`src/rtl/bullet_line_scan.sv`:
```
// Per-scanline bullet renderer: scans the bullet table during hblank into a back buffer, swaps at DONE, draws a 1-bit pixel.
// Optional macro BULLET_LINE_SCAN_OVF_EN enables the ovf flag (otherwise ovf is tied low).
module bullet_line_scan #(
    parameter int          NUM_BULLETS = 8,
    parameter logic [10:0] BASE_ADDR   = 11'h000,
    parameter int          MAX_HITS    = 4,
    parameter int          BULLET_W    = 2,
    parameter int          BULLET_H    = 2
) (
    input  logic        clk,
    input  logic        rst_n,
    input  logic        hblank_start,
    input  logic [7:0]  line_y,
    input  logic        active,
    input  logic [7:0]  pix_x,
    output logic [10:0] ram_addr,
    input  logic [7:0]  ram_q,
    output logic        bullet_pix,
    output logic        busy,
    output logic        ovf
);
    localparam int            CW        = $clog2(MAX_HITS + 1);
    localparam logic [8:0]    BW9       = 9'(BULLET_W);
    localparam logic [8:0]    BH9       = 9'(BULLET_H);
    localparam logic [3:0]    LAST_IDX  = 4'(NUM_BULLETS - 1);
    localparam logic [CW-1:0] HIT_LIMIT = CW'(MAX_HITS);

    typedef enum logic [2:0] {IDLE, RD_Y, WT_Y, CK_Y, RD_X, WT_X, ST_X, DONE} state_t;

    state_t        state_reg, state_next;
    logic [3:0]    idx_reg, idx_next;
    logic [10:0]   ram_addr_reg, ram_addr_next;
    logic [7:0]    line_y_reg;
    logic [CW-1:0] hit_cnt_reg;
    logic          bullet_pix_reg;
    logic          start_scan, advance, store_x, do_swap;
    logic [7:0]    y_diff;
    logic          y_hit, slot_free, last_entry;
    logic [MAX_HITS-1:0] pix_hit;

    // Y compare is modulo 256 so bullets straddling line 255 -> 0 still hit.
    assign y_diff     = line_y_reg - ram_q;
    assign y_hit      = (ram_q != 8'hFF) && ({1'b0, y_diff} < BH9);
    assign slot_free  = (hit_cnt_reg < HIT_LIMIT);
    assign last_entry = (idx_reg == LAST_IDX);

    always_comb begin
        state_next = state_reg;
        start_scan = 1'b0;
        advance    = 1'b0;
        store_x    = 1'b0;
        do_swap    = 1'b0;
        case (state_reg)
            IDLE: state_next = IDLE;
            RD_Y: state_next = WT_Y;
            WT_Y: state_next = CK_Y;
            CK_Y: begin
                if (y_hit && slot_free) state_next = RD_X;
                else                    advance    = 1'b1;
            end
            RD_X: state_next = WT_X;
            WT_X: state_next = ST_X;
            ST_X: begin
                store_x = 1'b1;
                advance = 1'b1;
            end
            DONE: begin
                do_swap    = 1'b1;
                state_next = IDLE;
            end
            default: state_next = IDLE;
        endcase
        if (advance) state_next = last_entry ? DONE : RD_Y;
        // A new hblank always wins; in DONE the swap still completes.
        if (hblank_start) begin
            start_scan = 1'b1;
            advance    = 1'b0;
            store_x    = 1'b0;
            state_next = RD_Y;
        end

        idx_next = idx_reg;
        if (start_scan)                   idx_next = 4'd0;
        else if (advance && !last_entry)  idx_next = idx_reg + 4'd1;

        // Address is issued on entry to RD_Y/RD_X so data lands in CK_Y/ST_X.
        ram_addr_next = ram_addr_reg;
        if (state_next == RD_Y)      ram_addr_next = BASE_ADDR + {6'd0, idx_next, 1'b1};
        else if (state_next == RD_X) ram_addr_next = BASE_ADDR + {6'd0, idx_reg, 1'b0};
    end

    always_ff @(posedge clk or negedge rst_n) begin
        if (!rst_n) begin
            state_reg      <= IDLE;
            idx_reg        <= 4'd0;
            ram_addr_reg   <= BASE_ADDR;
            line_y_reg     <= 8'd0;
            hit_cnt_reg    <= '0;
            bullet_pix_reg <= 1'b0;
        end else begin
            state_reg      <= state_next;
            idx_reg        <= idx_next;
            ram_addr_reg   <= ram_addr_next;
            bullet_pix_reg <= active && (|pix_hit);
            if (start_scan) begin
                line_y_reg  <= line_y;
                hit_cnt_reg <= '0;
            end else if (store_x) begin
                hit_cnt_reg <= hit_cnt_reg + CW'(1);
            end
        end
    end

    generate
        for (genvar gi = 0; gi < MAX_HITS; gi++) begin : g_slot
            logic [7:0] back_x_reg, front_x_reg;
            logic       back_v_reg, front_v_reg;
            logic [7:0] dx;

            always_ff @(posedge clk or negedge rst_n) begin
                if (!rst_n) begin
                    back_x_reg  <= 8'd0;
                    back_v_reg  <= 1'b0;
                    front_x_reg <= 8'd0;
                    front_v_reg <= 1'b0;
                end else begin
                    if (start_scan) begin
                        back_v_reg <= 1'b0;
                    end else if (store_x && (hit_cnt_reg == CW'(gi))) begin
                        back_v_reg <= 1'b1;
                        back_x_reg <= ram_q;
                    end
                    if (do_swap) begin
                        front_v_reg <= back_v_reg;
                        front_x_reg <= back_x_reg;
                    end
                end
            end

            // Horizontal span also wraps 255 -> 0 on purpose.
            assign dx          = pix_x - front_x_reg;
            assign pix_hit[gi] = front_v_reg && ({1'b0, dx} < BW9);
        end
    endgenerate

`ifdef BULLET_LINE_SCAN_OVF_EN
    logic ovf_pend_reg, ovf_reg;

    always_ff @(posedge clk or negedge rst_n) begin
        if (!rst_n) begin
            ovf_pend_reg <= 1'b0;
            ovf_reg      <= 1'b0;
        end else begin
            if (start_scan)
                ovf_pend_reg <= 1'b0;
            else if ((state_reg == CK_Y) && y_hit && !slot_free)
                ovf_pend_reg <= 1'b1;
            if (do_swap) ovf_reg <= ovf_pend_reg;
        end
    end

    assign ovf = ovf_reg;
`else
    assign ovf = 1'b0;
`endif

    assign ram_addr   = ram_addr_reg;
    assign bullet_pix = bullet_pix_reg;
    assign busy       = (state_reg != IDLE);
endmodule

```
`config.mk`:
```
export PLATFORM = sky130hd
export DESIGN_NAME = bullet_line_scan
export DESIGN_NICKNAME = d
export VERILOG_FILES = /design/src/rtl/bullet_line_scan.sv
export SDC_FILE = /design/constraint.sdc
export NUM_CORES = 1
export LEC_CHECK = 0
export CAP_MARGIN = 20
export CORE_MARGIN = 2
export CORE_UTILIZATION = 59
export DETAILED_ROUTE_END_ITERATION = 8
export PLACE_DENSITY = 0.8
export RECOVER_POWER = 100
export SYNTH_ARGS = -nofsm -noshare
export SYNTH_HDL_FRONTEND = slang
export SYNTH_SLANG_ARGS = --single-unit
```
`constraint.sdc`:
```
create_clock -name clk -period 3.3 [get_ports clk]
set_input_delay 0.495 -clock clk [delete_from_list [all_inputs] [get_ports clk]]
set_output_delay 0.495 -clock clk [all_outputs]
set_load 0.02 [all_outputs]
```
; ---- Word-level counts from Yosys, hierarchy flattened
; Index checks and enable logic that the tools add are counted.
[classes]
addsub = 7
n_lt_le_gt_ge = 6
n_eq_ne = 14
n_mux = 26
bitwise_logic = 1
reduce_logical = 28
[ops]
columns = cell, count
row1 = "8-bit by 2-bit < comparator with 1-bit output, second input constant", 5
row2 = 8-bit subtractor, 5
row3 = 11-bit two-way mux, 2
row4 = 3-bit two-way mux, 6
row5 = 3-bit one-hot mux with 6 select lines, 1
row6 = "3-bit == test, second input constant", 5
row7 = 1-bit two-way mux, 14
row8 = "3-bit by 2-bit == test with 1-bit output, second input constant", 4
row9 = 1-bit logical AND, 12
row10 = 2-bit nonzero test, 6
row11 = "3-bit by 1-bit == test with 1-bit output, second input constant", 3
row12 = 4-bit two-way mux, 2
row13 = "8-bit != test, second input constant", 1
row14 = 2-bit AND reduction, 4
row15 = 3-bit logical NOT, 2
row16 = "4-bit by 1-bit adder with 4-bit output, second input constant", 1
row17 = "4-bit by 3-bit == test with 1-bit output, second input constant", 1
row18 = 4-bit OR reduction, 1
row19 = "3-bit by 1-bit adder with 3-bit output, second input constant", 1
row20 = "3-bit < comparator, second input constant", 1
row21 = 3-bit nonzero test, 1
row22 = 1-bit one-hot mux with 2 select lines, 1
row23 = 2-bit OR reduction, 1
row24 = 1-bit logical NOT, 1
row25 = 1-bit NOT, 1
[totals]
ff_bits = 102
input_bits = 28
output_inout_bits = 14
elab_cells = 104

; ---- Logic depth before layout (Yosys ltp)
[logic_depth]
word_depth = 11
mapped_depth = 9
mapped_depth_nobuf = 9

; ---- Worst setup path before layout
; Ideal clock, no wire load.
[synth_path]
kind = input port to flip-flop
from = in ram_q[1]
to = reg ram_addr_reg[0] (netlist: ram_addr[0])
setup_ns = 0.124
arrival_ns = 2.566
t_required_ns = 3.176
setup_slack_ns = 0.610
path_stages = 8
path_buffers = 0
cell_sequence = inv_1 fa_1 a21o_1 a21oi_1 mux2i_1 o2111ai_4 or3_1 a211o_1
[synth_via]
elab_chain_len = 10
[synth_rtl]
columns = element, line
row1 = "start, declared", 17  ; input logic [7:0] ram_q,
row2 = 8-bit subtractor, 42  ; assign y_diff = line_y_reg - ram_q;
row3 = 8-bit by 2-bit < comparator with 1-bit output, 43  ; assign y_hit = (ram_q != 8'hFF) && ({1'b0, y_diff} < BH9);
row4 = 1-bit logical AND (*), 43
row5 = 1-bit logical AND (*), 58  ; if (y_hit && slot_free) state_next = RD_X;
row6 = 3-bit two-way mux / 1-bit two-way mux (equally long branches), 58
row7 = 3-bit one-hot mux with 6 select lines / 1-bit one-hot mux with 2 select lines (equally long branches), 53  ; case (state_reg)
row8 = 3-bit two-way mux (*), 73  ; if (advance) state_next = last_entry ? DONE : RD_Y;
row9 = 3-bit two-way mux (*), 75  ; if (hblank_start) begin
row10 = 3-bit by 1-bit == test with 1-bit output / 3-bit == test (equally long branches), "88, 89"
row11 = 11-bit two-way mux / 2-bit nonzero test (equally long branches), -
row12 = "end signal, assigned", 103  ; ram_addr_reg <= ram_addr_next;
row13 = "end, declared", 32  ; logic [10:0] ram_addr_reg, ram_addr_next;
; Mark *: on every way between the ends. The rest lies on a longest branch, timed or not.
; A chain may end at the register's enable or synchronous reset.

; ---- Final worst setup path
[layout_path]
from = in ram_q[1]
to = reg ram_addr_reg[3] (netlist: ram_addr[3])
[layout_via]
elab_chain_len = 11
[layout_rtl]
columns = element, line
row1 = 8-bit subtractor, 42
row2 = 8-bit by 2-bit < comparator with 1-bit output, 43
row3 = 1-bit logical AND (*), 43
row4 = 1-bit logical AND (*), 58
row5 = branches (longest 7 deep; another with 11-bit two-way mux), -
; Every way passes the cells marked *.

==> flow_summary_export.csv <==
group,metric,value,unit
status,outcome,"finished, violations left",
status,violations,"max-capacitance violations, max-slew violations",
grt,grt_usage,24.8,%
yosys,post-synth-top-area-cell,"dfrtp_1",
power_and_ir_drop,power_per_cell_area,507,nW/µm²
detailed_routing,drc,0,
yosys,syn_avg_cell_area,10.2,µm²
placement,dpl.hpwl,8910,µm
clock_tree,ctsResizeCount,0,
timing,max_freq,0.332,GHz
layout,antenna_cells,0,
clock_tree,htreeDepth,3,
setup_path,critical_path_class,"input pin to flip-flop",
detailed_routing,vias,4133,
yosys,synth_cell_type_count,60,
detailed_routing,drt.antenna.violating_nets,0,
timing,fin_skew,0.00940,ns
timing,worstMarginPinSlew,2.65,ns
grt,antenna_found_initial,0,
power_and_ir_drop,p_leak,0.00280,µW
timing,slew_violations,89,
yosys,seq_area_frac_synth,43.3,%
setup_path,cp.arrival,3.24,ns
yosys,ys_seq_elements,96,
grt,grt.overflow.total,0,
die,die_x,101,µm
setup_path,critPathLaunchType,"input pin",
layout,fin_cells,706,
grt,grt_pass1_vias,4101,
detailed_routing,routedWlPerCell,16.8,µm
detailed_routing,drt-total-wl,11800,µm
setup_path,critPathSlowestCell,"dlygate4sd3_1",
timing,min_period_over_period,91.3,%
clock_tree,clk-insertion-delay-late,0.36,ns
placement,placed_cells,690,
hold_path,hold_path.class,"flip-flop to flip-flop",
clock_tree,clock-sinks,96,
placement,routabilityCongestion,0.883,
clock_tree,cts_made_buffers,9,
setup_path,path_cells,"dlygate4sd3_1 > inv_1 > fa_1 > a21o_1 > a21oi_1 > mux2i_1 > o2111ai_4 > nor3_1 > clkbuf_1 > or4_1 > a41oi_1",
timing,period_minus_slack,3.01,ns
setup_path,crit_fanout,6,
yosys,ys_async_sr_fraction,100,%
setup_path,crit_path_max_incr_delay,0.54,ns
clock_tree,root_buffer,"clkbuf_8",
timing,final-setup-viol-count,0,
layout,final_common_cell,"dfrtp_1",
die,start_util,60.4,%
yosys,yosys_warnings,0,
die,dieArea,10200,µm²
power_and_ir_drop,ir_drop,0.000370,V
setup_path,worstSetupEndpointType,"flip-flop",
die,ioPinCount,42,
detailed_routing,vias_per_cell,5.85,
die,die_h,101,µm
grt,grt_pass1_wl,19600,µm
detailed_routing,drtIter0Drc,284,
yosys,netlist_area,5550,µm²
placement,io_buffers,34,
setup_path,cp.required,3.52,ns
timing,rsz0062_at_grt,"no",
clock_tree,worst_setup_hold_path_clk_slew,0.09,ns
clock_tree,ctsLongestPathBuffers,2,
layout,drive_gt1_share,15.1,%
yosys,ys_top_cells_by_area,"dfrtp_1 (43%), mux2_2 (11%), ha_1 (8.1%), o21ai_0 (4.6%), inv_1 (3.4%)",
layout,final_cell_mix,"dfrtp_1 (96), mux2_2 (52), inv_1 (51), o21ai_0 (51), nand2_1 (44)",
clock_tree,hold_buffers,0,
die,row_count,35,
timing,final-hold-violation-count,0,
clock_tree,postCtsSetupBuffers,0,
timing,relSlewSlack,-76.5,%
yosys,yosysTopAreaCellShare,43.3,%
grt,grt_max_degree,50,
yosys,syn_inst,545,
detailed_routing,dr.pass1.iters,5,
yosys,synth-main-ff-cell,"dfrtp_1",
flow_run,max_cap_violations,2,
die,core_area,9200,µm²
layout,syn2layout_area_growth,12.8,%
yosys,synth_edf_count,0,
timing,tns,0,ns
clock_tree,cts_tree,"yes",
layout,fin_nets,659,
per-stage QoR:
stage	setup slack [ns]	utilization, %	area [µm²]	power (µW)	hold slack [ns]
CTS	0.402	68.2	6280	3200	0.162
detailed placement	0.0121	66.0	6070	2410	0.468
finish	0.287	68.1	6260	3170	0.487
floorplan	0.610	-	5570	2100	0.199
global placement	0.0285	66.0	6070	2350	0.462
global route	0.121	68.1	6260	3370	0.517
final timing paths:
check | from | end | slack, ns | cells after the start
max | ram_q[1] | ram_addr[3]$_DFFE_PN0P_ | 0.29 | 11
min | g_slot[1].back_x_reg[5]$_DFFE_PN0P_ | g_slot[1].back_x_reg[5]$_DFFE_PN0P_ | 0.49 | 2
max reg2reg | line_y_reg[0]$_DFFE_PN0P_ | ram_addr[3]$_DFFE_PN0P_ | 0.52 | 10
min reg2reg | g_slot[1].back_x_reg[5]$_DFFE_PN0P_ | g_slot[1].back_x_reg[5]$_DFFE_PN0P_ | 0.49 | 2
max in group asynchronous | rst_n | g_slot[2].back_x_reg[4]$_DFFE_PN0P_ | 0.84 | 1
min in group asynchronous | rst_n | ram_addr[1]$_DFFE_PN0P_ | 0.95 | 1
final cells by class:
cell class	instances	area [µm²]
clock buffer	9	124
multi-input combinational	382	2870
timing repair buffer	50	455
tap	111	139
inverter	51	191
clock inverter	7	78.8
fill	727	2940
sequential	96	2400
layer usage:
metal  vias to the layer above  track usage (%)  wire (µm)
li1                       2016                -          -
met1                      1996             32.7       5350
met2                       102             41.9       5720
met3                        19             4.02        492
met4                         0             8.42        267
met5                         -                0          0
synth_stat cells (8+ instances only):
cell type   n
mux2i_1     8
ha_1       36
inv_1      51
a21oi_1    28
clkbuf_1   12
nor2_1     20
mux2_2     52
nand3_1    12
dfrtp_1    96
o211ai_1   10
a21o_1     11
nand2_1    44
o21ai_0    51
logic make-up (layout without fill, tap and decap cells):
kind of cell,count (synthesis),after routing,synth area share [%]
AO/OA/AOI/OAI,139,139,16.1
AND/OR/NAND/NOR,121,121,10.9
flip-flops,96,96,43.3
buffers and inverters,73,117,5.41
multiplexers,60,60,12.0
adder cells (fa/ha/maj),41,41,9.92
XOR/XNOR,14,14,2.34
other,1,7,0.0676
power by group:
| part | total, µW | switching, µW | internal (µW) |
|---|---|---|---|
| registers | 1420 | 118 | 1300 |
| clock network | 786 | 427 | 360 |
| logic | 964 | 530 | 434 |
| total | 3170 | 1070 | 2100 |
critical path, delay by kind of cell:
kind | cells | cell delay (ns)
compound gates | 4 | 0.73
fa+ha+maj | 1 | 0.46
buf+inv | 3 | 0.81
mux | 1 | 0.30
simple gates | 2 | 0.44
Note: power is estimated with default switching activity, not from simulation.
